<file path="src/rtl/filter_scheduler.sv">
// filter_scheduler: sweeps one ADC across all channels, feeds each
// sample to its moving-average filter and latches the filtered result.
module filter_scheduler #(
    parameter int CHANNELS          = 4,
    parameter int SIGNAL_RESOLUTION = 12,
    parameter int NUMBER_POINTS     = 32,
    parameter int SAMPLE_PERIOD     = 1000,
    parameter int SETTLE_CYCLES     = 8,
    parameter int TIMEOUT           = 15,
    localparam int CW = (CHANNELS > 1) ? $clog2(CHANNELS) : 1
) (
    input  logic                                  clk_i,
    input  logic                                  nReset_i,
    input  logic                                  run_i,
    input  logic                                  clear_i,
    input  logic [SIGNAL_RESOLUTION-1:0]          adc_data_i,
    input  logic                                  adc_valid_i,
    output logic                                  adc_start_o,
    output logic [CW-1:0]                         channel_o,
    output logic [CHANNELS-1:0]                   filt_enable_o,
    output logic [SIGNAL_RESOLUTION-1:0]          filt_signal_o,
    input  logic [CHANNELS-1:0]                   filt_finish_i,
    input  logic [CHANNELS*SIGNAL_RESOLUTION-1:0] filt_data_i,
    output logic [CHANNELS*SIGNAL_RESOLUTION-1:0] result_o,
    output logic [CHANNELS-1:0]                   result_valid_o,
    output logic                                  update_o,
    output logic [2:0]                            error_o
);

    localparam int SR   = SIGNAL_RESOLUTION;
    localparam int TW   = (SAMPLE_PERIOD > 1) ? $clog2(SAMPLE_PERIOD) : 1;
    localparam int WMAX = (SETTLE_CYCLES > TIMEOUT) ? SETTLE_CYCLES : TIMEOUT;
    localparam int WW   = $clog2(WMAX + 1);
    localparam int NW   = $clog2(NUMBER_POINTS + 1);

    localparam logic [TW-1:0]       TICK_LAST   = TW'(SAMPLE_PERIOD - 1);
    localparam logic [WW-1:0]       SETTLE_LAST = WW'(SETTLE_CYCLES - 1);
    localparam logic [WW-1:0]       WAIT_LAST   = WW'(TIMEOUT - 1);
    localparam logic [NW-1:0]       WARM_FULL   = NW'(NUMBER_POINTS);
    localparam logic [CW-1:0]       CH_LAST     = CW'(CHANNELS - 1);
    localparam logic [CHANNELS-1:0] EN_ONE      = CHANNELS'(1);

    typedef enum logic [2:0] {
        S_IDLE,
        S_SELECT,
        S_CONVERT,
        S_FEED,
        S_WAIT_BUSY,
        S_WAIT_DONE,
        S_STORE
    } state_t;

    state_t        state;
    logic [CW-1:0] ch;
    logic [WW-1:0] wcnt;
    logic [TW-1:0] tcnt;

    logic [SR-1:0] res_q    [CHANNELS];
    logic [NW-1:0] warm_q   [CHANNELS];
    logic [SR-1:0] fdata_arr[CHANNELS];

    logic tick;
    logic fin_ch;
    logic wait_over;
    logic last_ch;
    logic ev_adc_to;
    logic ev_filt_to;
    logic ev_overrun;

    for (genvar g = 0; g < CHANNELS; g++) begin : g_ch
        assign fdata_arr[g]           = filt_data_i[g*SR +: SR];
        assign result_o[g*SR +: SR]   = res_q[g];
        assign result_valid_o[g]      = (warm_q[g] == WARM_FULL);
    end

    assign channel_o  = ch;
    assign tick       = run_i && (tcnt == TICK_LAST);
    assign fin_ch     = filt_finish_i[ch];
    assign wait_over  = (wcnt == WAIT_LAST);
    assign last_ch    = (ch == CH_LAST);

    // A wait state gives up when its counter has spanned TIMEOUT cycles
    assign ev_adc_to  = (state == S_CONVERT) && !adc_valid_i && wait_over;
    assign ev_filt_to = wait_over &&
                        (((state == S_WAIT_BUSY) && fin_ch) ||
                         ((state == S_WAIT_DONE) && !fin_ch));
    assign ev_overrun = tick && (state != S_IDLE);

    // Sweep timebase: free-runs while enabled, parked at zero otherwise
    always_ff @(posedge clk_i or negedge nReset_i) begin
        if (!nReset_i) begin
            tcnt <= '0;
        end else if (!run_i || (tcnt == TICK_LAST)) begin
            tcnt <= '0;
        end else begin
            tcnt <= tcnt + 1'b1;
        end
    end

    // Sticky error flags; a new event beats a simultaneous clear
    always_ff @(posedge clk_i or negedge nReset_i) begin
        if (!nReset_i) begin
            error_o <= '0;
        end else begin
            error_o <= (clear_i ? 3'b000 : error_o) |
                       {ev_overrun, ev_filt_to, ev_adc_to};
        end
    end

    // Per-channel sequencer: select, convert, feed filter, collect result
    always_ff @(posedge clk_i or negedge nReset_i) begin
        if (!nReset_i) begin
            state         <= S_IDLE;
            ch            <= '0;
            wcnt          <= '0;
            adc_start_o   <= 1'b0;
            filt_enable_o <= '0;
            filt_signal_o <= '0;
            update_o      <= 1'b0;
            for (int i = 0; i < CHANNELS; i++) begin
                res_q[i]  <= '0;
                warm_q[i] <= '0;
            end
        end else begin
            adc_start_o   <= 1'b0;
            filt_enable_o <= '0;
            update_o      <= 1'b0;
            case (state)
                S_IDLE: begin
                    if (tick) begin
                        ch    <= '0;
                        wcnt  <= '0;
                        state <= S_SELECT;
                    end
                end
                S_SELECT: begin
                    if (wcnt == SETTLE_LAST) begin
                        wcnt        <= '0;
                        adc_start_o <= 1'b1;
                        state       <= S_CONVERT;
                    end else begin
                        wcnt <= wcnt + 1'b1;
                    end
                end
                S_CONVERT: begin
                    if (adc_valid_i) begin
                        filt_signal_o <= adc_data_i;
                        filt_enable_o <= EN_ONE << ch;
                        state         <= S_FEED;
                    end else if (ev_adc_to) begin
                        update_o <= last_ch;
                        state    <= S_STORE;
                    end else begin
                        wcnt <= wcnt + 1'b1;
                    end
                end
                S_FEED: begin
                    wcnt  <= '0;
                    state <= S_WAIT_BUSY;
                end
                S_WAIT_BUSY: begin
                    if (!fin_ch) begin
                        wcnt  <= '0;
                        state <= S_WAIT_DONE;
                    end else if (ev_filt_to) begin
                        update_o <= last_ch;
                        state    <= S_STORE;
                    end else begin
                        wcnt <= wcnt + 1'b1;
                    end
                end
                S_WAIT_DONE: begin
                    if (fin_ch) begin
                        res_q[ch] <= fdata_arr[ch];
                        if (warm_q[ch] != WARM_FULL) begin
                            warm_q[ch] <= warm_q[ch] + 1'b1;
                        end
                        update_o <= last_ch;
                        state    <= S_STORE;
                    end else if (ev_filt_to) begin
                        update_o <= last_ch;
                        state    <= S_STORE;
                    end else begin
                        wcnt <= wcnt + 1'b1;
                    end
                end
                S_STORE: begin
                    if (last_ch) begin
                        state <= S_IDLE;
                    end else begin
                        ch    <= ch + 1'b1;
                        wcnt  <= '0;
                        state <= S_SELECT;
                    end
                end
                default: begin
                    state <= S_IDLE;
                end
            endcase
        end
    end

endmodule

</file>
<file path="config.mk">
export PLATFORM = sky130hd
export DESIGN_NAME = filter_scheduler
export DESIGN_NICKNAME = d
export VERILOG_FILES = /design/src/rtl/filter_scheduler.sv
export SDC_FILE = /design/constraint.sdc
export NUM_CORES = 1
export LEC_CHECK = 0
export BUFFER_PORTS_ARGS = -buffer_cell sky130_fd_sc_hd__buf_4
export CAP_MARGIN = 25
export CORE_ASPECT_RATIO = 0.75
export CORE_MARGIN = 2
export CORE_UTILIZATION = 30
export CTS_BUF_LIST = sky130_fd_sc_hd__clkbuf_16
export CTS_CLUSTER_DIAMETER = 120
export DETAILED_ROUTE_END_ITERATION = 10
export HOLD_SLACK_MARGIN = 0.02
export MAX_ROUTING_LAYER = met4
export SETUP_SLACK_MARGIN = 0.4
export SKIP_CTS_REPAIR_TIMING = 1
export SLEW_MARGIN = 10
export SYNTH_ARGS = -nofsm -noshare
export SYNTH_HDL_FRONTEND = slang
export SYNTH_SLANG_ARGS = --single-unit
</file>
<file path="constraint.sdc">
create_clock -name clk_i -period 5.5 [get_ports clk_i]
set_input_delay 0.275 -clock clk_i [delete_from_list [all_inputs] [get_ports clk_i]]
set_output_delay 0.275 -clock clk_i [all_outputs]
set_load 0.05 [all_outputs]
</file>
Yosys cells after proc, flatten, opt, wreduce, memory -nomap -nowiden

Cells that the tools add are included.

Latch bits: 0
ROM bits: 0
Memories: 0
Input port bits: 69
Output and inout bits: 75
Word-level logic and storage cells: 119
Register bits after elaboration: 112
Memory bits (writable): 0

$add $sub $neg: 4
Equal/unequal tests: 22
Bitwise operators: 2
Multipliers: 0
Order comparisons: 3
Shift operators: 1
Divide/modulo/power cells: 0
Muxes and demuxes: 47
Reduce and logical (&&, ||, !) cells: 23

Operator list:

| kind                                                                  | number |
|---|---|
| 48-bit bitwise mux                                                    | 1 |
| 4-bit 2-to-1 mux                                                      | 10 |
| 12-bit 2-to-1 mux                                                     | 3 |
| 4-bit case mux with 7 select lines                                    | 1 |
| 12-bit binary-select mux with 2-bit select                            | 1 |
| 24-bit bitwise mux                                                    | 1 |
| 12-bit demux with 2-bit select                                        | 1 |
| 6-bit equality test, second input constant                            | 4 |
| 3-bit 2-to-1 mux                                                      | 8 |
| 3-bit case mux with 7 select lines                                    | 1 |
| 6-bit 2-to-1 mux                                                      | 3 |
| 6-bit binary-select mux with 2-bit select                             | 1 |
| 6-bit demux with 2-bit select                                         | 1 |
| 2-bit inequality test, second input constant                          | 6 |
| 10-bit by 1-bit adder with 10-bit output, second input constant       | 1 |
| 10-bit equality test, second input constant                           | 1 |
| 10-bit 2-to-1 mux                                                     | 1 |
| 3-bit equality test, second input constant                            | 3 |
| 1-bit 2-to-1 mux                                                      | 9 |
| 3-bit AND reduction                                                   | 3 |
| 1-bit logical AND                                                     | 8 |
| 7-bit nonzero test                                                    | 1 |
| 6-bit by 1-bit adder with 6-bit output, second input constant         | 1 |
| 3-bit by 2-bit equality test with 1-bit output, second input constant | 2 |
| other kinds (25)                                                      | 30 |

Depth between registers and ports, before layout

Depth after elaboration: 9
Mapped depth: 9
Gate-level depth less buffers: 7

Worst setup path before layout

Ideal clock, no wire load.

Kind: register to register
Start: reg ch[0] (netlist: channel_o[0])
End: reg warm_q[10] (netlist bit)
Arrival time: 2.543 ns
Clock period less this slack: 2.668 ns
Buffers on the path: 1
Stages on the path, launching flop included: 8
Setup time: 0.125 ns
Slack: 2.832 ns
Required time: 5.375 ns
Cells stage by stage: dfrtp_1 -> buf_6 -> mux4_2 -> inv_1 -> ha_1 -> nand3b_4 -> o21ai_4 -> mux2_2

Word-level cells in the longest chain between the ends: 6
Elaborated cells between the ends (all ways): 15
Those cells by class: 1 x add/sub; 2 x order compare; 1 x eq/ne; 8 x mux; 1 x bitwise; 2 x reduce/logical

RTL lines:

| what                                                                        | line     | source |
|---|---|---|
| from (decl)                                                                 | 54       | `logic [CW-1:0] ch;` |
| from (signal assigned)                                                      | 191      | `ch <= ch + 1'b1;` |
| 2-bit inverter with 3-bit output (not written as such)                      | 175, 176 |  |
| 6-bit binary-select mux with 2-bit select (tied with other cells)           | 175, 176 |  |
| 6-bit 2-to-1 mux (not written as such) or 1-bit logical AND (tied branches) | 175, 176 |  |
| 6-bit 2-to-1 mux, on equally long branches                                  | 175, 176 |  |
| 6-bit by 1-bit adder with 6-bit output (tied with other cells)              | 176      | `warm_q[ch] <= warm_q[ch] + 1'b1;` |
| 24-bit bitwise mux or 3-bit AND reduction (tied branches)                   | --       |  |
| to (signal, indexed assignment)                                             | 176      |  |
| to (decl)                                                                   | 59       | `logic [NW-1:0] warm_q [CHANNELS];` |

Several ways; a longest one is shown, not always the timed one. The select of a mux whose other input is x is not followed.
A chain may end at the register's enable or synchronous reset.

Worst setup path after layout

Start: reg ch[0] (netlist: channel_o[0])
End: reg warm_q[21] (netlist bit)

The elaborated chain is that of the path after synthesis.

==> results by group <==
Worst setup path
  – Arr. time, crit path: a little over 3 ns
  – Worst reg-to-reg path cell count: 5
  – Reg-to-Reg Start: channel_o[0]
  – R2R Path End: warm_q[21]
  – Crit path launch type: flip-flop
  – WP data required: ~5.7 ns
  – Crit. End Element: flip-flop
  – Reg2reg setup slack: approximately 2.7 ns
  – Worst-path maximum fanout: 25
  – Critical path class: reg2reg

Finish
  – Nets@finish: ~650
  – N_diodes: 0
  – Final Util: 39.9%
  – Commonest non-fill, non-tap cells in the layout: buf_4 (145), dfrtp_1 (112), mux2_2 (64)
  – Area Growth Syn to Fin: 30.1%
  – Commonest non-fill, non-tap cell in the layout: buf_4
  – Layout cell share with drive strength beyond 1: between 40% and 50%

Power and ir drop
  – Leakage power: between 3 and 4 nW
  – Power Density: between 200 and 250 mW/mm^2
  – Worst VDD drop: approximately 0.0002 V

STA
  – Final count of hold timing violations: 0
  – Max Slew Vio Count: 0
  – RSZ-0062 raised after global routing: false
  – FMAX: about 360 MHz
  – Final Cycle Share: 51.0%
  – Clock skew: roughly 0.0096 ns
  – Final setup fails: 0
  – Hold Worst Slack: between 0.15 and 0.2 ns
  – Tightest Pin Transition: roughly 0.92 ns
  – Relative slew slack: between 30% and 40%
  – Min Tclk post-route: around 2.8 ns
  – Setup TNS Final: 0 ns

Synthesis
  – Area contributors post-synth: dfrtp_1 (52%), mux2_2 (13%), mux4_2 (7.1%)
  – Yosys reg bits: around 110
  – Count of warnings emitted by yosys: 0
  – Syn Nets: 514
  – EDFF count, synth: 0
  – Ys async rst share: 100%
  – Seq/Total Area, Yosys: 52.0%
  – Mean Syn Cell Area: 12.4 um^2
  – Leading area contributor after synthesis: dfrtp_1
  – Mapped cell area: 0.00539 mm^2
  – Distinct cells, synth: 54
  – Yosys top cell area share: 52.0%
  – Synth Flop Type: dfrtp_1
  – Synth Instances: around 440

Drt
  – DRT iter0 DRCs: about 240
  – WL/cell: ~17 um
  – TritonRoute pass-1 iters: 4
  – Via count: between 3k and 4k
  – DR DRC count: 0
  – Vias per std cell: just under 5
  – ANT nets after route: 0
  – Final wirelength: roughly 14 mm

GRT
  – Total track usage: between 10% and 20%
  – Vias in the first global route: between 4k and 5k
  – Largest net degree at the start of global routing: slightly above 70
  – Grt ovf: 0
  – Global-route wire length before repair: 22.1 mm
  – Initial antenna violation count: 0

Placement
  – Detailed placer's ending HPWL: just over 10 mm
  – # port buffers: 143
  – GP Congestion: between 0.8 and 0.9

Floorplan
  – Site Rows: 42
  – Initial Util: 30.6%
  – Chip height: ~120 um
  – Ports: approximately 140
  – Die area: ~0.019 mm^2
  – Core area: about 0.018 mm^2
  – Die X-Extent: around 160 um

Clocking
  – Root Buffer: clkbuf_16
  – TritonCTS buffer count: 9
  – Total clock sinks: 112
  – Bufs on Longest Clock Path: 2
  – Worst-Skew Late Latency: about 0.35 ns
  – Clk slew on worst S/H paths: about 0.07 ns
  – Number of H-tree levels: 3
  – CTS tree: done

Run
  – Max-cap viol count: 0

Hold path
  – Hold Path Origin: clear_i
  – Worst hold endpoint: error_o[0]
  – Class of the tightest hold or removal check: in2reg
  – Worst Hold Depth: 2

Run status
  – Status: finished clean
==> flip-flops by register name, indices dropped and copies added (netlist names) <==
signal	count
adc_start_o	1
channel_o	2
error_o	3
filt_enable_o	4
filt_signal_o	12
result_o	48
state	3
tcnt	10
update_o	1
warm_q	24
wcnt	4
==> kinds of logic (layout without fill, tap and decap cells) <==
family          Yosys count  after routing  share of synthesized area (%)
simple gates            133            133                           12.3
flops                   112            112                           52.0
mux                      83             83                           21.4
compound gates           51             51                           6.89
buf+inv                  34            178                           2.99
xor+xnor                 12             12                           1.95
fa+ha+maj                11             11                           2.46
==> metal layers <==
layer	track usage (%)	up-vias	share of wire, %
met5	-	-	0
li1	-	1842	-
met2	22.1	124	46
met4	5.62	0	3.2
met1	20.3	1991	46
met3	3.59	26	5.2
==> Yosys cell counts, drive strengths merged (2+ instances only) <==
| library cell | number |
|---|---|
| nor3 | 10 |
| and3 | 6 |
| xnor2 | 4 |
| a31oi | 2 |
| o21ai | 21 |
| nor4 | 2 |
| nand3 | 12 |
| nor2b | 7 |
| and2 | 7 |
| nor2 | 19 |
| or3 | 2 |
| o21bai | 2 |
| a21oi | 10 |
| mux4 | 19 |
| nand3b | 2 |
| xor2 | 8 |
| nand2 | 56 |
| dfrtp | 112 |
| maj3 | 2 |
| inv | 14 |
| or4b | 4 |
| mux2 | 64 |
| buf | 9 |
| o211ai | 3 |
| clkbuf | 11 |
| ha | 9 |
==> critical path, cell delays in order (launching register included) <==
cell,delay (ns)
dfrtp_1,0.32
buf_4,0.38
mux4_2,0.72
nand3_1,0.59
o21bai_4,0.29
mux2_2,0.36
==> where the power goes <==
| group | internal (W) | switching, W | total [W] |
|---|---|---|---|
| sequential | 0.000830 | 0.00000465 | 0.000834 |
| combinational | 0.0000526 | 0.0000568 | 0.000109 |
| clock | 0.000360 | 0.000306 | 0.000666 |
==> stage by stage <==
stage	cells	instance area, um^2	setup WS (ns)	power (W)
after detailed placement	803	6680	2.46	0.000961
after floorplan	436	5390	2.83	0.000892
after global routing	822	7020	2.48	0.00167
after CTS	819	6980	2.44	0.00163
after global placement	803	6680	2.60	0.000959
final	822	7020	2.70	0.00161
==> layout make-up <==
cell class / count / area (um^2)
inverters: 14 / 52.6
clock inverters: 7 / 81.3
flip-flops and latches: 112 / 2800
clock buffers: 9 / 225
repair buffers: 148 / 1120
fillers: 1668 / 10600
well taps: 242 / 303
multi-input cells: 290 / 2430
==> how the worst max path moves through the flow <==
stage	from	end	slack (ns)	cells past startpoint
2_1_floorplan	channel_o[0]	warm_q[10]	2.83	7
3_3_place_gp	channel_o[1]	warm_q[7]	2.60	4
3_5_place_dp	channel_o[1]	warm_q[23]	2.46	5
4_1_cts	channel_o[1]	warm_q[21]	2.44	4
5_1_grt	channel_o[0]	warm_q[21]	2.48	5
6_report	channel_o[0]	warm_q[21]	2.70	5
(Power assumes the default switching activity.)
